--- src/rtl/mmio_uart_tx.sv ---
// mmio_uart_tx: memory-mapped 8N1 serial transmitter with a small TX FIFO and baud divisor.
// Optional macro UART_TX_PARITY_EN adds a parity bit between data and stop (CTRL bit1 = odd).
`default_nettype none

module mmio_uart_tx #(
  parameter int          FIFO_DEPTH  = 4,
  parameter logic [15:0] DEFAULT_DIV = 16'd433
) (
  input  logic        clk,
  input  logic        rst,
  input  logic [1:0]  a,
  input  logic        we,
  input  logic [31:0] wd,
  output logic [31:0] rd,
  output logic        tx,
  output logic        irq
);

  localparam int c_aw = (FIFO_DEPTH > 1) ? $clog2(FIFO_DEPTH) : 1;
  localparam int c_cw = $clog2(FIFO_DEPTH + 1);
  localparam logic [c_cw-1:0] c_full    = c_cw'(FIFO_DEPTH);
  localparam logic [c_aw-1:0] c_ptr_one = c_aw'(1);

  typedef enum logic [2:0] {
    S_IDLE  = 3'd0,
    S_START = 3'd1,
    S_DATA  = 3'd2,
    S_STOP  = 3'd3
`ifdef UART_TX_PARITY_EN
    , S_PARITY = 3'd4
`endif
  } state_t;

  logic [7:0]      r_mem [FIFO_DEPTH];
  logic [c_aw-1:0] r_wptr;
  logic [c_aw-1:0] r_rptr;
  logic [c_cw-1:0] r_count;
  logic            r_ovf;
  logic [15:0]     r_div;
  logic            r_en;
  state_t          r_state;
  logic [15:0]     r_timer;
  logic [15:0]     r_div_lat;
  logic [7:0]      r_shift;
  logic [2:0]      r_bitcnt;
  logic            r_tx;
`ifdef UART_TX_PARITY_EN
  logic            r_odd;
  logic            r_par;
`endif

  logic        w_push;
  logic        w_push_ok;
  logic        w_pop;
  logic        w_empty;
  logic        w_full;
  logic        w_busy;
  logic        w_last;
  logic [7:0]  w_head;
  logic [31:0] w_cnt_ext;
  logic        w_unused;

  assign w_push    = we && (a == 2'd0);
  assign w_empty   = (r_count == '0);
  assign w_full    = (r_count == c_full);
  assign w_busy    = (r_state != S_IDLE);
  assign w_last    = (r_timer == 16'd0);
  assign w_head    = r_mem[r_rptr];
  // A pop frees a slot on the same edge, so a push into a full FIFO still lands.
  assign w_pop     = r_en && !w_empty &&
                     ((r_state == S_IDLE) || ((r_state == S_STOP) && w_last));
  assign w_push_ok = w_push && (!w_full || w_pop);
  assign w_cnt_ext = 32'(r_count);
  assign w_unused  = ^{wd[31:16], w_cnt_ext[31:4]};

  assign tx  = r_tx;
  assign irq = w_empty && !w_busy;

  always_ff @(posedge clk) begin
    if (w_push_ok) r_mem[r_wptr] <= wd[7:0];
  end

  always_ff @(posedge clk or negedge rst) begin
    if (!rst) begin
      r_wptr  <= '0;
      r_rptr  <= '0;
      r_count <= '0;
      r_ovf   <= 1'b0;
    end else begin
      if (w_push_ok) r_wptr <= r_wptr + c_ptr_one;
      if (w_pop)     r_rptr <= r_rptr + c_ptr_one;
      r_count <= r_count + {{(c_cw-1){1'b0}}, w_push_ok} - {{(c_cw-1){1'b0}}, w_pop};
      if (w_push && w_full && !w_pop)
        r_ovf <= 1'b1;
      else if (we && (a == 2'd1) && wd[3])
        r_ovf <= 1'b0;
    end
  end

  always_ff @(posedge clk or negedge rst) begin
    if (!rst) begin
      r_div <= DEFAULT_DIV;
      r_en  <= 1'b0;
`ifdef UART_TX_PARITY_EN
      r_odd <= 1'b0;
`endif
    end else if (we) begin
      if (a == 2'd2) r_div <= wd[15:0];
      if (a == 2'd3) begin
        r_en <= wd[0];
`ifdef UART_TX_PARITY_EN
        r_odd <= wd[1];
`endif
      end
    end
  end

  always_ff @(posedge clk or negedge rst) begin
    if (!rst) begin
      r_state   <= S_IDLE;
      r_timer   <= '0;
      r_div_lat <= '0;
      r_shift   <= '0;
      r_bitcnt  <= '0;
      r_tx      <= 1'b1;
`ifdef UART_TX_PARITY_EN
      r_par     <= 1'b0;
`endif
    end else begin
      case (r_state)
        S_IDLE: begin
          r_tx <= 1'b1;
          if (w_pop) begin
            r_shift   <= w_head;
            r_div_lat <= r_div;
            r_timer   <= r_div;
            r_tx      <= 1'b0;
            r_state   <= S_START;
`ifdef UART_TX_PARITY_EN
            r_par     <= (^w_head) ^ r_odd;
`endif
          end
        end
        S_START: begin
          if (w_last) begin
            r_state  <= S_DATA;
            r_tx     <= r_shift[0];
            r_timer  <= r_div_lat;
            r_bitcnt <= 3'd0;
          end else begin
            r_timer <= r_timer - 16'd1;
          end
        end
        S_DATA: begin
          if (w_last) begin
            r_timer <= r_div_lat;
            if (r_bitcnt == 3'd7) begin
`ifdef UART_TX_PARITY_EN
              r_state <= S_PARITY;
              r_tx    <= r_par;
`else
              r_state <= S_STOP;
              r_tx    <= 1'b1;
`endif
            end else begin
              r_bitcnt <= r_bitcnt + 3'd1;
              r_shift  <= {1'b0, r_shift[7:1]};
              r_tx     <= r_shift[1];
            end
          end else begin
            r_timer <= r_timer - 16'd1;
          end
        end
`ifdef UART_TX_PARITY_EN
        S_PARITY: begin
          if (w_last) begin
            r_state <= S_STOP;
            r_tx    <= 1'b1;
            r_timer <= r_div_lat;
          end else begin
            r_timer <= r_timer - 16'd1;
          end
        end
`endif
        S_STOP: begin
          if (w_last) begin
            // Back-to-back frames: the next start bit follows the stop bit directly.
            if (w_pop) begin
              r_shift   <= w_head;
              r_div_lat <= r_div;
              r_timer   <= r_div;
              r_tx      <= 1'b0;
              r_state   <= S_START;
`ifdef UART_TX_PARITY_EN
              r_par     <= (^w_head) ^ r_odd;
`endif
            end else begin
              r_state <= S_IDLE;
            end
          end else begin
            r_timer <= r_timer - 16'd1;
          end
        end
        default: begin
          r_state <= S_IDLE;
          r_tx    <= 1'b1;
        end
      endcase
    end
  end

  always_comb begin
    rd = '0;
    case (a)
      2'd1: rd[7:0] = {w_cnt_ext[3:0], r_ovf, w_busy, w_full, w_empty};
      2'd2: rd[15:0] = r_div;
      2'd3: begin
        rd[0] = r_en;
`ifdef UART_TX_PARITY_EN
        rd[1] = r_odd;
`endif
      end
      default: rd = '0;
    endcase
  end

endmodule

`default_nettype wire

--- config.mk ---
export PLATFORM = sky130hd
export DESIGN_NAME = mmio_uart_tx
export DESIGN_NICKNAME = d
export VERILOG_FILES = /design/src/rtl/mmio_uart_tx.sv
export SDC_FILE = /design/constraint.sdc
export NUM_CORES = 1
export LEC_CHECK = 0
export BUFFER_PORTS_ARGS = -buffer_cell sky130_fd_sc_hd__buf_2
export CAP_MARGIN = 20
export CORE_UTILIZATION = 50
export CTS_CLUSTER_SIZE = 14
export DETAILED_ROUTE_END_ITERATION = 7
export GPL_TIMING_DRIVEN = 0
export PLACE_DENSITY = 0.78
export RECOVER_POWER = 50
export SETUP_SLACK_MARGIN = 0.5
export SYNTH_ARGS = -nofsm -noshare
export SYNTH_HDL_FRONTEND = slang
export SYNTH_SLANG_ARGS = --single-unit
--- constraint.sdc ---
create_clock -name clk -period 3.2 [get_ports clk]
set_input_delay 0 -clock clk [delete_from_list [all_inputs] [get_ports clk]]
set_output_delay 0 -clock clk [all_outputs]
set_load 0.02 [all_outputs]
# Word level (Yosys, flattened, before mapping)
# Memory sizes are Yosys's and may differ from the RTL's.
# Index checks and enable logic that the tools add are counted.
dict set report op_classes {
  eq_ne 15
  addsub 6
  n_reduce_logical 34
  muxes 37
}
# op n
set op_table {}
lappend op_table {{$mux 16} 5}
lappend op_table {{$pmux 16 s3} 1}
lappend op_table {{$mux 8} 5}
lappend op_table {{$pmux 16 s2} 1}
lappend op_table {{$mux 3} 8}
lappend op_table {{$pmux 8 s3} 1}
lappend op_table {{$logic_not 16->1} 1}
lappend op_table {{$sub 16x1->16 const B} 1}
lappend op_table {{$ne 2x2->1 const B} 7}
lappend op_table {{$pmux 7 s2} 1}
lappend op_table {{$pmux 3 s4} 1}
lappend op_table {{$reduce_and 4->1} 3}
lappend op_table {{$mux 1} 11}
lappend op_table {{$logic_and 1x1->1} 10}
lappend op_table {{$reduce_bool 3->1} 3}
lappend op_table {{$eq 3x2->1 const B} 2}
lappend op_table {{$eq 3x3->1 const B} 2}
lappend op_table {{$logic_not 3->1} 2}
lappend op_table {{$pmux 3 s2} 1}
lappend op_table {{$reduce_and 2->1} 3}
lappend op_table {{$reduce_bool 2->1} 3}
lappend op_table {{$reduce_and 5->1} 1}
lappend op_table {{$add 2x1->2 const B} 2}
lappend op_table {{$eq 2x2->1 const B} 2}
lappend op_table {{11 further kinds} 15}
dict set report totals {
  wordCells 105
  reg_bits 72
  inputBits 37
  out_inout_bits 34
  memories 1
  ramBits 32
}
# name depth width rd rd_clocked_by_memory_dff wr line_no
set mem_list {}
lappend mem_list {r_mem 4 8 1 0 1 34} ;# logic [7:0] r_mem [FIFO_DEPTH];

# Logic depth before layout (Yosys ltp)
dict set report depth {
  ltp_word 8
  ltp_mapped 13
  ltp_nobuf 12
}

# Least setup slack after synthesis
# OpenSTA, ideal clock, no wires.
dict set report synth_path {
  path_type {register -> register}
  startpoint {register r_timer[6]}
  endpoint {register r_count[2]}
  arrival_time_ns 2.777
  path_stages_with_launch 13
  required_time_ns 3.073
  setup_time_ns 0.127
  path_slack_ns 0.296
  path_cell_list {dfrtp_1 > buf_6 > nor4_4 > nand4_1 > o21a_1 > clkbuf_1 > a21oi_1 > or2_2 > ha_1 > inv_1 > fa_1 > xnor2_1 > xnor2_1}
}
dict set report synth_between {
  elab_chain_cells 8
}
# element line_no
set synth_lines {}
lappend synth_lines {{start, declared} 42} ;# logic [15:0] r_timer;
lappend synth_lines {{start signal, assigned} 136} ;# r_timer <= r_div;
lappend synth_lines {{start signal, assigned} 148} ;# r_timer <= r_div_lat;
lappend synth_lines {{start signal, assigned} 151} ;# r_timer <= r_timer - 16'd1;
lappend synth_lines {{$logic_not 16->1 (*)} 67} ;# assign w_last = (r_timer == 16'd0);
lappend synth_lines {{$logic_and 1x1->1 (*)} 71} ;# ((r_state == S_IDLE) || ((r_state == S_STOP) && w_last));
lappend synth_lines {{$logic_or 1x1->1 (*)} 71}
lappend synth_lines {{$logic_and 1x1->1 (*)} 70} ;# assign w_pop = r_en && !w_empty &&
lappend synth_lines {{$logic_or 1x1->1} 72} ;# assign w_push_ok = w_push && (!w_full || w_pop);
lappend synth_lines {{$logic_and 1x1->1} 72}
lappend synth_lines {{$add 3x1->3} 92} ;# r_count <= r_count + {{(c_cw-1){1'b0}}, w_push_ok} - {{(c_cw-1){1'b0}}, w_pop};
lappend synth_lines {{$sub 3x1->3 (*)} 92}
lappend synth_lines {{end signal, assigned} 92}
lappend synth_lines {{end, declared} 37} ;# logic [c_cw-1:0] r_count;
# Every way passes the cells marked *; elsewhere a longest branch is shown, timed or not.
# A chain may end at the register's enable or synchronous reset.

# Final worst setup path
dict set report layout_path {
  startpoint {register r_timer[1]}
  endpoint {register r_count[2]}
}
# The elaborated chain is that of the path after synthesis.

==> results.sh <==
export IMPL_status="finished with violations"
export IMPL_violations="capacitance limit, slew limit"
export IMPL_crit_chain="inv_2 -> ha_4 -> nor4b_4 -> nand4_1 -> o21a_1 -> buf_8 -> a21oi_4 -> or2_4 -> ha_4 -> inv_2 -> fa_2 -> xnor2_2 -> xnor2_1"
export IMPL_path_clk_slew_ns=0.07
export IMPL_setup_worst_path_start_class="flop"
export IMPL_finalCoreUtilization=0.629
export IMPL_avgSynthCellArea_um2=11.2
export IMPL_path_buf_inv=3
export IMPL_fillers=834
export IMPL_path_depth=13
export IMPL_finalNetCount=665
export IMPL_die_y_um=108
export IMPL_dp_cells=700
export IMPL_critPathMaxFanout=5
export IMPL_route_vias_total=4523
export IMPL_post_dp_cell_area_um2=6110
export IMPL_rsz0062_at_grt="yes"
export IMPL_final_cell_mix="dfrtp_1, nand2_1, mux2_2, buf_4, edfxtp_1"
export IMPL_grt_ovfl_total=0
export IMPL_critPathTopFamily="adder cells"
export IMPL_drc=0
export IMPL_grt_start_max_net_pins=72
export IMPL_crit_required_ns=3.43
export IMPL_critical_path_endpoint_type="flop"
export IMPL_first_iter_violations=641
export IMPL_hold_path_class="in2reg"
export IMPL_fmax_mhz=375
export IMPL_place_congestion=0.913
export IMPL_synth_top_cell_by_area="dfrtp_1"
export IMPL_tritoncts="done"
export IMPL_worstMarginPinSlew_ns=1.79
export IMPL_hold_violations=0
export IMPL_synth_edff_count=32
export IMPL_h_tree_depth=3
export IMPL_core_area_um2=10900
export IMPL_antenna_found_initial=0
export IMPL_dr_pass1_iters=6
export IMPL_ys_types=65
export IMPL_path_class="reg2reg"
export IMPL_regArea_um2=2750
export IMPL_final_common_cell="dfrtp_1"
export IMPL_grt_pass1_wl_mm=22.9
export IMPL_design_area_um2=6870
export IMPL_synth_top_area_frac=0.288
export IMPL_die_area_um2=11700
export IMPL_multi_input_area_um2=2770
export IMPL_finalPower_uw=6480
export IMPL_stdcell_count=753
export IMPL_area_growth_pct=21.5
export IMPL_crit_path_max_incr_delay_ns=0.44
export IMPL_reg2reg_depth=13
export IMPL_powerDensity_nw_per_um2=943
export IMPL_crit_start="r_timer[1]"
export IMPL_p_leak_uw=0.00289
export IMPL_clock_path_buffers=2
export IMPL_r2r_start="r_timer[1]"
export IMPL_finalSetupViolCount=0
export IMPL_ant_nets=0
export IMPL_drive_above_1_share=0.285
export IMPL_reg2reg_to="r_count[2]"
export IMPL_slowest_stage="dfrtp_2"
export IMPL_netlist_instances=507
export IMPL_fin_setup_tns_ns=0
export IMPL_arrival_ns=2.90
export IMPL_cap_violations=1
export IMPL_insertion_delay_ns=0.35
export IMPL_wl_mm=14.4
export IMPL_grt_pass1_vias=4370
export IMPL_synth_async_sr_flop_share=0.689
export IMPL_fin_skew_ns=0.00498
export IMPL_finalCritPeriodShare=0.834
export IMPL_cts_root_buf="clkbuf_16"
export IMPL_ys_seq_area_frac=0.485
export IMPL_start_util=0.517
export IMPL_synthTopCellsByArea="dfrtp_1, edfxtp_1, mux2_2"
export IMPL_ys_flop_type="dfrtp_1"
export IMPL_die_w_um=108
export IMPL_regToRegSetupSlack_ns=0.53
export IMPL_cts_sinks=103
export IMPL_hpwl_mm=9.53
export IMPL_avgViaCountPerCell=6.01
export IMPL_syn_area_um2=5660
export IMPL_ir_worst_vdd_mv=0.565
export IMPL_final_max_slew_viol_count=72
export IMPL_min_period_ns=2.67
export IMPL_endpoint="r_count[2]"
export IMPL_io_buffers=38
export IMPL_max_slew_margin=-0.195
export IMPL_row_count=38
export IMPL_yosys_warnings=0
export IMPL_diodes=0
export IMPL_ys_ff_latch=103
export IMPL_wl_per_cell_um=19.2
export IMPL_numCtsBuffers=9
export IMPL_io_pins=71
export IMPL_grt_usage=0.260
[synth_stat cells, types with 5 or more instances]
master and n:
o221a_2 8, nor2b_1 7, nand4_1 7, o211ai_1 9, a21oi_1 23, dfrtp_1 65
nand2_1 38, ha_1 19, and2_1 15, mux2_2 35, nor3_1 11, xnor2_1 11
clkbuf_1 22, a21o_1 5, o21ai_0 19, dfstp_2 6, inv_1 18, a22oi_1 10
edfxtp_1 32, or3_1 9, nand3_1 12, buf_4 17, nor2_1 20, mux4_2 8
[timing repair]
item | 4_1_cts | 5_1_grt
resized for setup | 16 | 24
setup endpoints to repair | 64 | 50
pin swaps | 5 | 11
buffers inserted | 8 | 12
hold endpoints to repair | 114 | 0
gates cloned | 0 | 0
hold buffers | 17 | 0
[worst reg2reg max path: cells and delay by family (launching register included)]
family / cells / cell delay [ns]
simple gates: 3 / 0.56
xor+xnor: 2 / 0.27
flops: 1 / 0.44
buf+inv: 3 / 0.26
compound gates: 2 / 0.39
fa+ha+maj: 3 / 0.65
[worst min-delay path by stage]
stage | start | cells past startpoint | endpoint
after floorplan | rst | 0 | r_bitcnt[0]
after global placement | wd[12] | 2 | r_div[12]
after detailed placement | rst | 1 | r_timer[11]
after CTS | we | 4 | r_ovf
after global routing | we | 4 | r_ovf
final | we | 4 | r_ovf
[cell type report]
cell class	instances	area share
multi-input cells	355	0.403
clock buffers	9	0.0328
plain buffers	46	0.0435
well taps	140	0.0255
repair buffers	75	0.0728
flip-flops and latches	103	0.400
clock inverters	7	0.0131
inverters	18	0.00983
[kinds of logic after synthesis]
family | count (synthesis) | synth area share
buffers and inverters | 64 | 0.0595
xor gates and xnor gates | 13 | 0.0201
adders and majority gates | 20 | 0.0456
and+or+nand+nor | 145 | 0.136
AOI/OAI and AO/OA | 115 | 0.146
DFF | 103 | 0.485
muxes | 46 | 0.107
other | 1 | 0.000663
[stage by stage]
step                      setup slack (ns)  hold slack [ns]
after floorplan                      0.512           -0.296
after global placement              -0.225            0.232
after CTS                            0.486          0.00530
after detailed placement            -0.230            0.193
after global routing                 0.421           0.0494
final                                0.530          0.00806
[metal layers]
layer  vias up  track usage  share of wire
met3        45       0.0464          0.090
li1       2051            -              -
met4         0        0.114          0.027
met5         -            0              0
met2       271        0.403           0.47
met1      2156        0.358           0.41
[registers in the layout, indices dropped and copies added, names as in the netlist]
name,count
r_en,1
r_mem,32
r_ovf,1
r_wptr,2
tx,1
r_bitcnt,3
r_count,3
r_div,16
r_div_lat,16
r_timer,16
r_shift,8
r_state,2
r_rptr,2
[report_power, final]
part,switching [uW],internal (uW),total (uW)
Combinational,1790,1420,3210
Sequential,362,1760,2120
Clock,524,625,1150
No activity file was read; power rests on OpenSTA's default activity.
